<file path="config.mk">
export PLATFORM = sky130hd
export DESIGN_NAME = reg_ram_master
export DESIGN_NICKNAME = d
export VERILOG_FILES = /design/src/rtl/minibyte_pkg.sv /design/src/rtl/reg_ram_req_fifo.sv /design/src/rtl/reg_ram_master.sv
export SDC_FILE = /design/constraint.sdc
export NUM_CORES = 1
export LEC_CHECK = 0
export CAP_MARGIN = 20
export CORE_ASPECT_RATIO = 1.2
export CORE_UTILIZATION = 42
export CTS_CLUSTER_SIZE = 25
export DETAILED_ROUTE_END_ITERATION = 8
export GPL_TIMING_DRIVEN = 0
export HOLD_SLACK_MARGIN = 0.1
export PLACE_DENSITY = 0.75
export SKIP_CTS_REPAIR_TIMING = 1
export SLEW_MARGIN = 20
export SYNTH_ARGS = -nofsm -noshare
export SYNTH_HDL_FRONTEND = slang
export SYNTH_SLANG_ARGS = --single-unit
</file>
<file path="constraint.sdc">
create_clock -name clk_in -period 3.8 [get_ports clk_in]
set_input_delay 0.38 -clock clk_in [delete_from_list [all_inputs] [get_ports clk_in]]
set_output_delay 0.38 -clock clk_in [all_outputs]
set_load 0.02 [all_outputs]
</file>
<file path="src/rtl/minibyte_pkg.sv">
// Shared definitions for the minibyte register-RAM initiator: FSM states and
// the layout of a queued request word {we, addr, data}.
package minibyte_pkg;

  localparam int MB_ADDR_W = 2;
  localparam int MB_DATA_W = 8;

  typedef enum logic [1:0] {
    ST_IDLE   = 2'd0,
    ST_ACCESS = 2'd1,
    ST_RESP   = 2'd2
  } state_e;

  // Request word packs data in the low bits, address above it, write flag on top.
  localparam int REQ_DATA_LSB = 0;

  function automatic int req_addr_lsb(input int data_w);
    return data_w;
  endfunction

  function automatic int req_we_bit(input int addr_w, input int data_w);
    return addr_w + data_w;
  endfunction

  function automatic int req_width(input int addr_w, input int data_w);
    return 1 + addr_w + data_w;
  endfunction

endpackage

</file>
<file path="src/rtl/reg_ram_req_fifo.sv">
// Small synchronous FIFO holding pending RAM requests; push and pop may
// happen on the same edge.
module reg_ram_req_fifo #(
  parameter int WIDTH = 11,
  parameter int DEPTH = 2
) (
  input  logic                       clk_i,
  input  logic                       rst_i,
  input  logic                       push_i,
  input  logic [WIDTH-1:0]           wdata_i,
  input  logic                       pop_i,
  output logic [WIDTH-1:0]           rdata_o,
  output logic                       full_o,
  output logic                       empty_o,
  output logic [$clog2(DEPTH+1)-1:0] count_o
);

  localparam int PTR_W = (DEPTH > 1) ? $clog2(DEPTH) : 1;
  localparam int CNT_W = $clog2(DEPTH + 1);

  logic [WIDTH-1:0] mem_q [DEPTH];
  logic [PTR_W-1:0] wr_ptr_q, wr_ptr_d;
  logic [PTR_W-1:0] rd_ptr_q, rd_ptr_d;
  logic [CNT_W-1:0] count_q, count_d;
  logic             push_ok, pop_ok;

  assign full_o  = (count_q == CNT_W'(DEPTH));
  assign empty_o = (count_q == '0);
  assign count_o = count_q;
  assign rdata_o = mem_q[rd_ptr_q];

  assign push_ok = push_i && !full_o;
  assign pop_ok  = pop_i && !empty_o;

  // DEPTH is a power of two, so pointer wrap is the natural overflow.
  always_comb begin
    wr_ptr_d = push_ok ? wr_ptr_q + PTR_W'(1) : wr_ptr_q;
    rd_ptr_d = pop_ok  ? rd_ptr_q + PTR_W'(1) : rd_ptr_q;
    case ({push_ok, pop_ok})
      2'b10:   count_d = count_q + CNT_W'(1);
      2'b01:   count_d = count_q - CNT_W'(1);
      default: count_d = count_q;
    endcase
  end

  always_ff @(posedge clk_i) begin
    if (rst_i) begin
      wr_ptr_q <= '0;
      rd_ptr_q <= '0;
      count_q  <= '0;
    end else begin
      wr_ptr_q <= wr_ptr_d;
      rd_ptr_q <= rd_ptr_d;
      count_q  <= count_d;
    end
  end

  always_ff @(posedge clk_i) begin
    if (push_ok) begin
      mem_q[wr_ptr_q] <= wdata_i;
    end
  end

endmodule

</file>
<file path="src/rtl/reg_ram_master.sv">
// Initiator for the 4-byte register RAM: queues requests, issues one RAM
// access per cycle in order, and returns read data over a valid/ready channel.
module reg_ram_master
  import minibyte_pkg::*;
#(
  parameter int ADDR_W     = MB_ADDR_W,
  parameter int DATA_W     = MB_DATA_W,
  parameter int FIFO_DEPTH = 2
) (
  input  logic              clk_in,
  input  logic              rst_in,
  input  logic              req_valid_in,
  output logic              req_ready_out,
  input  logic              req_we_in,
  input  logic [ADDR_W-1:0] req_addr_in,
  input  logic [DATA_W-1:0] req_data_in,
  output logic              rsp_valid_out,
  input  logic              rsp_ready_in,
  output logic [DATA_W-1:0] rsp_data_out,
  output logic [ADDR_W-1:0] rsp_addr_out,
  output logic [ADDR_W-1:0] mem_address_out,
  output logic [DATA_W-1:0] mem_data_out,
  output logic              mem_we_out,
  output logic              mem_en_out,
  input  logic [DATA_W-1:0] mem_data_in,
  output logic              busy_out
);

  localparam int REQ_W    = req_width(ADDR_W, DATA_W);
  localparam int ADDR_LSB = req_addr_lsb(DATA_W);
  localparam int WE_BIT   = req_we_bit(ADDR_W, DATA_W);
  localparam int CNT_W    = $clog2(FIFO_DEPTH + 1);

  state_e            state_q, state_d;
  logic [REQ_W-1:0]  op_q, op_d;
  logic [DATA_W-1:0] rsp_data_q, rsp_data_d;
  logic [ADDR_W-1:0] rsp_addr_q, rsp_addr_d;

  logic              fifo_push, fifo_pop;
  logic              fifo_full, fifo_empty;
  logic [REQ_W-1:0]  fifo_rdata;
  logic [CNT_W-1:0]  fifo_count;
  logic              rsp_capture;

  logic              op_we;
  logic [ADDR_W-1:0] op_addr;
  logic [DATA_W-1:0] op_data;

  assign op_we   = op_q[WE_BIT];
  assign op_addr = op_q[ADDR_LSB +: ADDR_W];
  assign op_data = op_q[REQ_DATA_LSB +: DATA_W];

  assign req_ready_out = !fifo_full;
  assign fifo_push     = req_valid_in && !fifo_full;

  reg_ram_req_fifo #(
    .WIDTH (REQ_W),
    .DEPTH (FIFO_DEPTH)
  ) u_fifo (
    .clk_i   (clk_in),
    .rst_i   (rst_in),
    .push_i  (fifo_push),
    .wdata_i ({req_we_in, req_addr_in, req_data_in}),
    .pop_i   (fifo_pop),
    .rdata_o (fifo_rdata),
    .full_o  (fifo_full),
    .empty_o (fifo_empty),
    .count_o (fifo_count)
  );

  // State register and response registers are control-visible; op_q is only
  // consumed in ACCESS, which is always entered through a pop.
  always_ff @(posedge clk_in) begin
    if (rst_in) begin
      state_q    <= ST_IDLE;
      rsp_data_q <= '0;
      rsp_addr_q <= '0;
    end else begin
      state_q    <= state_d;
      rsp_data_q <= rsp_data_d;
      rsp_addr_q <= rsp_addr_d;
    end
  end

  always_ff @(posedge clk_in) begin
    op_q <= op_d;
  end

  always_comb begin
    state_d     = state_q;
    fifo_pop    = 1'b0;
    rsp_capture = 1'b0;
    case (state_q)
      ST_IDLE: begin
        if (!fifo_empty) begin
          fifo_pop = 1'b1;
          state_d  = ST_ACCESS;
        end
      end
      ST_ACCESS: begin
        if (op_we) begin
          fifo_pop = !fifo_empty;
          state_d  = fifo_empty ? ST_IDLE : ST_ACCESS;
        end else begin
          rsp_capture = 1'b1;
          state_d     = ST_RESP;
        end
      end
      ST_RESP: begin
        if (rsp_ready_in) begin
          fifo_pop = !fifo_empty;
          state_d  = fifo_empty ? ST_IDLE : ST_ACCESS;
        end
      end
      default: state_d = ST_IDLE;
    endcase
  end

  always_comb begin
    op_d       = fifo_pop ? fifo_rdata : op_q;
    rsp_data_d = rsp_capture ? mem_data_in : rsp_data_q;
    rsp_addr_d = rsp_capture ? op_addr : rsp_addr_q;
  end

  // RAM enables are gated by reset so an in-flight access is aborted.
  always_comb begin
    mem_en_out      = (state_q == ST_ACCESS) && !rst_in;
    mem_we_out      = (state_q == ST_ACCESS) && op_we && !rst_in;
    mem_address_out = (state_q == ST_ACCESS) ? op_addr : '0;
    mem_data_out    = ((state_q == ST_ACCESS) && op_we) ? op_data : '0;
    rsp_valid_out   = (state_q == ST_RESP);
    busy_out        = (state_q != ST_IDLE) || (fifo_count != '0);
  end

  assign rsp_data_out = rsp_data_q;
  assign rsp_addr_out = rsp_addr_q;

endmodule
</file>
==> impl_results.md <==
* Area of the mapped netlist at 1970 um2
* Worst setup EP type: output port
* Largest net degree at the start of global routing at 16
* Placed inst area at 2510 um2
* CTS tree: yes
* Register-to-Register Path Depth at 5
* Root Driver: clkbuf_8
* Worst Path Max Fanout at 10
* Pwr dens at 630 nW/um2
* Non-filler cells, final at 261
* Post-layout nets at 232
* Crit path DAT at about 2.1 ns
* Buf/Inv on CP at 3
* Max Slew Vio Count at 0
* FILL cells at 363
* Vias in the first global route at 1368
* Seq cells post-synth at 49
* CTS clk-pin slew, worst paths at 0.09 ns
* CP Cell Sequence: inv_1 > ha_1 > clkbuf_1 > and3_1 > clkdlybuf4s50_1
* Starting Density at 0.448
* Fin Hold WS at 0.443 ns
* RSZ-0062 raised after global routing: no
* Final instance area at 2600 um2
* Max incr delay on CP at 0.61 ns
* Crit path max-delay cell type: clkdlybuf4s50_1
* CTS H-Tree Depth at 2
* Final period utilization at 0.657
* Setup crit start kind: register
* Hold Path Depth at 2
* Slew Limit Headroom at 0.461
* Mapped Nets at 178
* Drt initial violations at 64
* Worst Hold End: rsp_data_out[1]$_SDFFE_PP0P_
* Vias per inst at 5.00
* Detailed-route via count at between 1000 and 1500
* Cell variety after synth at 26
* DPL Wire Length at 2.70 mm
* Area grow syn2layout at 31.9%
* Placed insts at between 200 and 300
* Drt first pass iters at 4
* Layout cells sized above 1 at 0.122
* Synth Warn # at 0
* RD Place Congestion at 0.701
* R2R Setup Slk at between 1 and 1.5 ns
* Final Hold Vio Count at 0
* Clock latency on the worst-skew pair at 0.30 ns
* Actual slew at the worst max-slew pin at 0.808 ns
* Peak supply drop at 0.349 mV
* P_leak at 0.000930 uW
* Drt drc at 0
* Worst min path class: primary input to register
* Delay-heaviest family, CP: buffers and inverters
* Crit path kind: register to output port
* Max Cap Viol at 0
* WP data required at 3.42 ns
* Die Y at 77.0 um
* Clock Sink Count at 49
* F_max at 401 MHz
* Core area at roughly 4400 um2
* Final Setup Violations at 0
* Post-synthesis cell count at 150
* Antenna violations before repair at 0
* Die Area at 4970 um2
* All-Layer GR Usage at 0.160
* Gr ovfl total at 0
* Ant diodes at 0
* I/O pins at 48
* Sequential area share after synthesis at 0.666
* Worst hold start: rst_in
* Utilization after layout at 0.591
* FF-to-FF End: op_q[3]$_DFFE_PP_
* Final min period at 2.50 ns
* Total Wirelength at 3.69 mm
* Global-route wire length before repair at 6.09 mm
* Num CTS Buffers at 5
* Worst Skew at 0.00774 ns
* Clock buffer depth at 2
* Drt wl/cell at 14.1 um
* Reg2reg start: state_q[0]$_SDFFE_PP0P_
* Status: finished clean
* Number of routed nets with antenna violations at 0
* FP Rows at 26
* Avg Cell Area, Syn at 13.1 um2
* DIE WIDTH at 64.5 um
* Port Buffers at 46
[sequential cells by signal, indices dropped and copies added (netlist names)]
signal / flops
u_fifo.wr_ptr_q: 1
op_q: 11
u_fifo.count_o: 2
state_q: 2
u_fifo.mem_q: 22
u_fifo.rd_ptr_q: 1
rsp_data_out: 8
rsp_addr_out: 2
[how the worst max path moves through the flow]
stage	endpoint	cells after the start	startpoint
after global routing	mem_data_out[3]	5	state_q[1]$_SDFFE_PP0P_
after global placement	op_q[5]$_DFFE_PP_	3	rsp_ready_in
final	mem_data_out[3]	5	state_q[1]$_SDFFE_PP0P_
after CTS	mem_data_out[3]	5	state_q[1]$_SDFFE_PP0P_
after floorplan	op_q[0]$_DFFE_PP_	4	state_q[0]$_SDFFE_PP0P_
after detailed placement	op_q[4]$_DFFE_PP_	4	rsp_ready_in
[layer usage]
layer | up-vias | wire length (um) | share of wire | global-route usage
met2 | 50 | 2010 | 0.54 | 0.304
met3 | 2 | 181 | 0.049 | 0.0387
met4 | 0 | 29 | 0.0079 | 0.0400
met5 | - | 0 | 0 | 0
met1 | 613 | 1470 | 0.40 | 0.172
li1 | 640 | - | - | -
[stage by stage]
| stage | setup slack, ns | setup TNS (ns) | total power (uW) |
|---|---|---|---|
| 2_1_floorplan | 0.496 | 0 | 1130 |
| 3_3_place_gp | -0.390 | -4.29 | 1310 |
| 3_5_place_dp | 1.31 | 0 | 1360 |
| 4_1_cts | 1.27 | 0 | 1650 |
| 5_1_grt | 1.18 | 0 | 1730 |
| 6_report | 1.30 | 0 | 1640 |
[where the power goes]
group | leakage, uW | internal, uW | switching (uW) | total [uW]
combinational | 0.000445 | 263 | 317 | 581
clock | 0.0000456 | 131 | 167 | 298
sequential | 0.000439 | 710 | 47.3 | 757
[cells in the final DEF (no fill, tap or decap), drive strengths merged]
master | netlist | routed
edfxtp | 33 | 33
or3 | 2 | 2
clkdlybuf4s50 | 0 | 46
clkbuf | 5 | 11
dfxtp | 16 | 16
a21bo | 1 | 1
nand3b | 1 | 1
nor3b | 1 | 1
nor2 | 4 | 4
nand2b | 2 | 2
a2111o | 1 | 1
and2 | 3 | 3
xnor2 | 1 | 1
a2111oi | 2 | 2
nor2b | 4 | 4
clkinv | 0 | 1
buf | 2 | 3
a21oi | 15 | 15
o21ai | 3 | 3
mux2 | 12 | 12
ha | 5 | 5
and3 | 9 | 9
xor2 | 1 | 1
mux2i | 1 | 1
inv | 5 | 6
nand2 | 21 | 21
[cell families (layout without fill, tap and decap cells)]
kind of cell,Yosys count,in the layout,share of synthesized area
AO/OA/AOI/OAI,22,22,0.0750
XOR/XNOR,2,2,0.00890
adder cells (fa/ha/maj),5,5,0.0318
buffers and inverters,12,67,0.0241
flip-flops,49,49,0.666
multiplexers,13,13,0.0756
AND/OR/NAND/NOR,47,47,0.119
[worst register-to-register path, stage by stage (launching register included)]
cell       delay (ns)
dfxtp_1          0.38
inv_1            0.08
ha_1             0.25
mux2i_1          0.20
a2111oi_2        0.81
buf_2            0.34
[synth_stat cells]
cell / number / area (um2)
xor2_1: 1 / 8.76
mux2i_1: 1 / 10.0
or3_1: 2 / 12.5
inv_1: 5 / 18.8
nand2_1: 21 / 78.8
dfxtp_1: 16 / 320
and2_1: 3 / 18.8
nor2b_1: 4 / 25.0
ha_1: 5 / 62.6
nand2b_1: 2 / 12.5
mux2_2: 11 / 124
a21oi_1: 15 / 75.1
a2111oi_0: 1 / 8.76
edfxtp_1: 33 / 991
nor3b_1: 1 / 7.51
a2111oi_4: 1 / 27.5
a2111o_1: 1 / 11.3
and3_1: 9 / 56.3
a21bo_2: 1 / 10.0
buf_2: 2 / 10.0
mux2_4: 1 / 15.0
nand3b_1: 1 / 7.51
clkbuf_1: 5 / 18.8
xnor2_1: 1 / 8.76
o21ai_0: 3 / 15.0
nor2_1: 4 / 15.0
[cell type report]
cell class	count	area [um2]	area share
Clock buffer	6	72.6	0.0279
Buffer	7	28.8	0.0111
Sequential cell	49	1310	0.505
Timing Repair Buffer	47	465	0.179
Clock inverter	2	13.8	0.00530
Inverter	5	18.8	0.00723
Multi-Input combinational cell	89	617	0.237
Tap cell	56	70.1	0.0270
Note: power is estimated with default switching activity, not from simulation.
